### src/rtl/drink_pkg.sv
// Shared types and constants for the drink selector: FSM states, drink indices and defaults.
package drink_pkg;

    typedef enum logic [2:0] {
        IDLE     = 3'd0,
        SELECTED = 3'd1,
        LOOKUP   = 3'd2,
        ISSUE    = 3'd3,
        ERROR    = 3'd4
    } state_t;

    localparam logic [2:0] WATER      = 3'd0;
    localparam logic [2:0] COLA       = 3'd1;
    localparam logic [2:0] ORANGE     = 3'd2;
    localparam logic [2:0] LEMON      = 3'd3;
    localparam logic [2:0] TEA        = 3'd4;
    localparam logic [2:0] COFFEE     = 3'd5;
    localparam logic [2:0] CAPPUCCINO = 3'd6;
    localparam logic [2:0] LATTE      = 3'd7;

    // Extra-option bit: ice for drinks 0-3, sugar for drinks 4-7.
    localparam int unsigned OPT_BIT = 3;
    localparam int unsigned CODE_W  = 4;

    localparam int unsigned DEF_LOOKUP_TIMEOUT = 20;
    localparam int unsigned DEF_ERR_HOLD       = 8;

endpackage

### src/rtl/sel_timer.sv
// Clearable saturating up-counter, shared by the lookup timeout and the error hold.
module sel_timer #(
    parameter int unsigned W = 5
) (
    input  logic         clk,
    input  logic         rst_n,
    input  logic         clr,
    input  logic         en,
    output logic [W-1:0] count
);

    localparam logic [W-1:0] CNT_MAX = '1;

    always_ff @(posedge clk or negedge rst_n) begin
        if (!rst_n) begin
            count <= '0;
        end else if (clr) begin
            count <= '0;
        end else if (en && (count != CNT_MAX)) begin
            count <= count + W'(1);
        end
    end

endmodule

### src/rtl/drink_selector.sv
// Drink selection FSM: pick a drink and option, look it up in the database stage,
// then hand the code downstream with a valid/ready transfer.
module drink_selector
    import drink_pkg::*;
#(
    parameter int unsigned LOOKUP_TIMEOUT = DEF_LOOKUP_TIMEOUT,
    parameter int unsigned ERR_HOLD       = DEF_ERR_HOLD
) (
    input  logic       clk,
    input  logic       rst_n,
    input  logic       btn_valid,
    input  logic [2:0] btn_drink,
    input  logic       btn_option,
    input  logic       btn_confirm,
    input  logic       btn_cancel,
    input  logic       db_done,
    output logic       db_enable,
    output logic [3:0] db_code,
    output logic       sel_valid,
    output logic [3:0] sel_code,
    input  logic       sel_ready,
    output logic       busy,
    output logic       error
);

    localparam int unsigned TMR_MAX = (LOOKUP_TIMEOUT > ERR_HOLD) ? LOOKUP_TIMEOUT : ERR_HOLD;
    localparam int unsigned TMR_W   = $clog2(TMR_MAX + 1);
    // Leave on the edge where the count would reach the limit, so the state lasts exactly N cycles.
    localparam logic [TMR_W-1:0] TMO_LAST  = TMR_W'(LOOKUP_TIMEOUT - 1);
    localparam logic [TMR_W-1:0] HOLD_LAST = TMR_W'(ERR_HOLD - 1);

    state_t              state;
    state_t              state_nxt;
    logic [CODE_W-1:0]   code;
    logic [CODE_W-1:0]   code_nxt;
    logic                tmr_clr;
    logic                tmr_en;
    logic [TMR_W-1:0]    timer;

    sel_timer #(
        .W (TMR_W)
    ) u_timer (
        .clk   (clk),
        .rst_n (rst_n),
        .clr   (tmr_clr),
        .en    (tmr_en),
        .count (timer)
    );

    // Next-state, code and timer control.
    always_comb begin
        state_nxt = state;
        code_nxt  = code;
        tmr_clr   = 1'b0;
        tmr_en    = 1'b0;
        case (state)
            IDLE: begin
                if (btn_valid) begin
                    state_nxt = SELECTED;
                    code_nxt  = {1'b0, btn_drink};
                end
            end
            SELECTED: begin
                if (btn_cancel) begin
                    state_nxt = IDLE;
                end else if (btn_confirm) begin
                    state_nxt = LOOKUP;
                    tmr_clr   = 1'b1;
                end else if (btn_valid) begin
                    code_nxt = {1'b0, btn_drink};
                end else if (btn_option) begin
                    code_nxt[OPT_BIT] = ~code[OPT_BIT];
                end
            end
            LOOKUP: begin
                tmr_en = 1'b1;
                if (btn_cancel) begin
                    state_nxt = IDLE;
                end else if (db_done) begin
                    state_nxt = ISSUE;
                end else if (timer >= TMO_LAST) begin
                    state_nxt = ERROR;
                    tmr_clr   = 1'b1;
                end
            end
            ISSUE: begin
                if (sel_valid && sel_ready) begin
                    state_nxt = IDLE;
                end
            end
            ERROR: begin
                tmr_en = 1'b1;
                if (timer >= HOLD_LAST) begin
                    state_nxt = IDLE;
                end
            end
            default: state_nxt = IDLE;
        endcase
    end

    // State, code and registered outputs, all decoded from the next state.
    always_ff @(posedge clk or negedge rst_n) begin
        if (!rst_n) begin
            state     <= IDLE;
            code      <= '0;
            db_enable <= 1'b0;
            sel_valid <= 1'b0;
            busy      <= 1'b0;
            error     <= 1'b0;
        end else begin
            state     <= state_nxt;
            code      <= code_nxt;
            db_enable <= (state_nxt == LOOKUP);
            sel_valid <= (state_nxt == ISSUE);
            busy      <= (state_nxt != IDLE);
            error     <= (state_nxt == ERROR);
        end
    end

    assign db_code  = code;
    assign sel_code = code;

endmodule
### config.mk
export PLATFORM = sky130hd
export DESIGN_NAME = drink_selector
export DESIGN_NICKNAME = d
export VERILOG_FILES = /design/src/rtl/drink_pkg.sv /design/src/rtl/sel_timer.sv /design/src/rtl/drink_selector.sv
export SDC_FILE = /design/constraint.sdc
export NUM_CORES = 1
export LEC_CHECK = 0
export CELL_PAD_IN_SITES_DETAIL_PLACEMENT = 1
export CELL_PAD_IN_SITES_GLOBAL_PLACEMENT = 1
export CORE_UTILIZATION = 35
export DETAILED_ROUTE_END_ITERATION = 10
export PLACE_DENSITY = 0.76
export SETUP_SLACK_MARGIN = 0.1
export SLEW_MARGIN = 30
export SYNTH_ARGS = -nofsm -noshare
export SYNTH_HDL_FRONTEND = slang
export SYNTH_SLANG_ARGS = --single-unit
### constraint.sdc
create_clock -name clk -period 3 [get_ports clk]
set_input_delay 0.6 -clock clk [delete_from_list [all_inputs] [get_ports clk]]
set_output_delay 0.6 -clock clk [all_outputs]
set_load 0.01 [all_outputs]
==> metrics.md <==
| Metric | Value |
|---|---|
| H-Tree Depth | 1 |
| Largest net degree at the start of global routing | 17 |
| RSZ-0062 raised after global routing | false |
| Power Dens Cells | 866 mW/mm^2 |
| Num rows | 18 |
| EDFF count, synth | 0 |
| Placed cell area | 0.00111 mm^2 |
| Cell taking the most area after synthesis | dfrtp_1 |
| # hold bufs at CTS | 0 |
| Fin cells | 135 |
| Critical Path RT | 3.17 ns |
| Tmin final | 1.99 ns |
| # diodes | 0 |
| Buf/Inv on CP | 0 |
| Maximum fanout along the worst path | 5 |
| Die height | 52.8 um |
| Total Nets Final | 119 |
| HP Class | flop to flop |
| Total GRT Usage | 18.1% |
| LEAKAGE | 0.000467 uW |
| Critical path, cell by cell | ha_1, a2111oi_4, o32a_2, a21oi_2, or3_1 |
| Global routing usage on met1 | 19.2% |
| Crit path kind | flop to flop |
| Top Usage Layer GRT | met2 |
| Die width | 52.8 um |
| Synthesized area | 902 um^2 |
| Primary FF master, synth | dfrtp_1 |
| Status | completed |
| Max VDD drop | 0.000438 V |
| First-pass GRT wire length | 3.58 mm |
| Post-synth cell types | 35 |
| Cts bufs inserted | 3 |
| Max_cap viols | 0 |
| HPWL Detailed | 1.61 mm |
| Drt total wl | 2.12 mm |
| Share of cells above drive strength 1 | 11.4% |
| Top cells by area, synth | dfrtp_1, nand3_1, buf_4, xor2_1, a2111oi_4 |
| CTS tree | yes |
| Resized cells post-CTS | 0 |
| DRT Pass-1 Iters | 4 |
| Placed Cells | 131 |
| Routed vias/inst | 5.52 |
| Skew final | 0.00363 ns |
| Starting density of the core | 36.7% |
| Warnings from Yosys | 0 |
| Final instance area | 0.00115 mm^2 |
| Fmax | 502 MHz |
| TNS Setup | 0 ns |
| FILL cells | 282 |
| Final period util | 66.4% |
| Number of remaining DRC errors | 0 |
| Commonest cells post-synth | dfrtp_1, nand3_1, nor2_1 |
| Vias in the first global route | 764 |
| Post-DRT Antenna Nets | 0 |
| I/O Buffers | 22 |
| Clock Latency Late Sink | 0.29 ns |
| Met2 Track Usage GR | 32.7% |
| Worst Path Arrival | 2.16 ns |
| Total grt overflow | 0 |
| Async S/R FF share, synth | 100% |
| Worst-Margin Slew | 0.701 ns |
| Worst path slowest cell | dfrtp_1 |
| Cells after synthesis | 86 |
| Area Overhead vs Synth | 27.3% |
| Post-synthesis sequential area ratio | 44.4% |
| Avg Cell Area, Syn | 10.5 um^2 |
| Reg clk slew, reported paths | 0.10 ns |
| Clock tree root driver cell | clkbuf_4 |
| Post-CTS Setup Bufs | 0 |
| Synth Register Bits | 16 |
| Wire length per cell | 15.7 um |
| Clock buffer depth | 2 |
| Count leader, synth | dfrtp_1 |
| Total core area | 0.00245 mm^2 |
| Antenna violations before repair | 0 |
| GP Congestion | 0.729 |
| CP Launch Type | flop |
| Slew HR | 53.1% |
| CP endpoint kind | flop |
| Ports | 23 |
| GR Layer Usage met3 | 6.09% |
| DR vias | 745 |
| Fin. Hold Viols | 0 |
| Max Slew Vio Count | 0 |
| Top cell type's share of synthesized area | 44.4% |
| # setup viols final | 0 |
| Top delay family on crit path | compound AO/OA/AOI/OAI gates |
| Clk sinks | 16 |
| Initial DRC Count | 5 |
| Die area | 0.00278 mm^2 |
| Syn_nets | 99 |
| CP peak stage delay | 0.48 ns |
-- per-layer routing --
metal / vias up / wire [um]
li1: 346 / -
met1: 365 / 843
met2: 26 / 1110
met3: 8 / 110
met4: 0 / 56
met5: - / 0
-- path summary, 6_finish.rpt --
path / endpoint / cells past startpoint / startpoint / slack (ns)
max in group asynchronous: u_timer.count[3]$_DFFE_PN0P_ / 1 / rst_n / 1.83
min in group asynchronous: sel_valid$_DFF_PN0_ / 1 / rst_n / 0.73
worst min-delay path: db_code[0]$_DFFE_PN0P_ / 1 / db_code[0]$_DFFE_PN0P_ / 0.53
worst min register to register: db_code[0]$_DFFE_PN0P_ / 1 / db_code[0]$_DFFE_PN0P_ / 0.53
worst max-delay path: busy$_DFF_PN0_ / 5 / u_timer.count[0]$_DFFE_PN0P_ / 1.01
worst max register to register: busy$_DFF_PN0_ / 5 / u_timer.count[0]$_DFFE_PN0P_ / 1.01
-- power breakdown --
group / switching, uW / internal [uW]
combinational: 207 / 238
sequential: 110 / 294
clock: 71.2 / 73.9
total: 388 / 607
-- cell usage in the layout (no fill, tap or decap), types with 2 or more instances in the layout --
cell / n
a21oi_1: 5
and3_1: 2
clkbuf_4: 3
clkdlybuf4s50_1: 22
dfrtp_1: 16
ha_1: 2
inv_1: 2
mux2_1: 2
nand2_1: 5
nand3_1: 8
nand3b_1: 2
nand4b_1: 2
nor2_1: 7
o21ai_1: 2
xor2_1: 4
-- kinds of logic after synthesis --
group	count (synthesis)	synth area share, %
compound gates	17	17.2
xor+xnor	4	3.88
fa+ha+maj	2	2.77
buf+inv	9	6.10
flops	16	44.4
mux	3	3.74
simple gates	35	21.9
-- sequential cells by signal, indices dropped and copies added (netlist names) --
name and flops:
busy 1, db_code 4, db_enable 1, error 1, sel_valid 1, state 3
u_timer.count 5
-- layout make-up --
class                           instances  area (um^2)  area share (%)
Multi-Input combinational cell         61          447            38.9
Clock buffer                            4         36.3            3.16
Timing Repair Buffer                   22          220            19.2
Sequential cell                        16          400            34.9
Tap cell                               30         37.5            3.27
Inverter                                2         7.51           0.654
-- through the flow --
step	util (%)	hold WS (ns)	setup slack, ns	total power, uW
6_report	46.8	0.531	1.01	995
5_1_grt	46.8	0.563	0.860	1070
4_1_cts	46.8	0.541	0.993	1010
3_5_place_dp	45.3	0.518	0.861	859
3_3_place_gp	45.3	0.494	0.927	831
2_1_floorplan	-	0.304	1.20	676
Note: power is estimated with default switching activity, not from simulation.
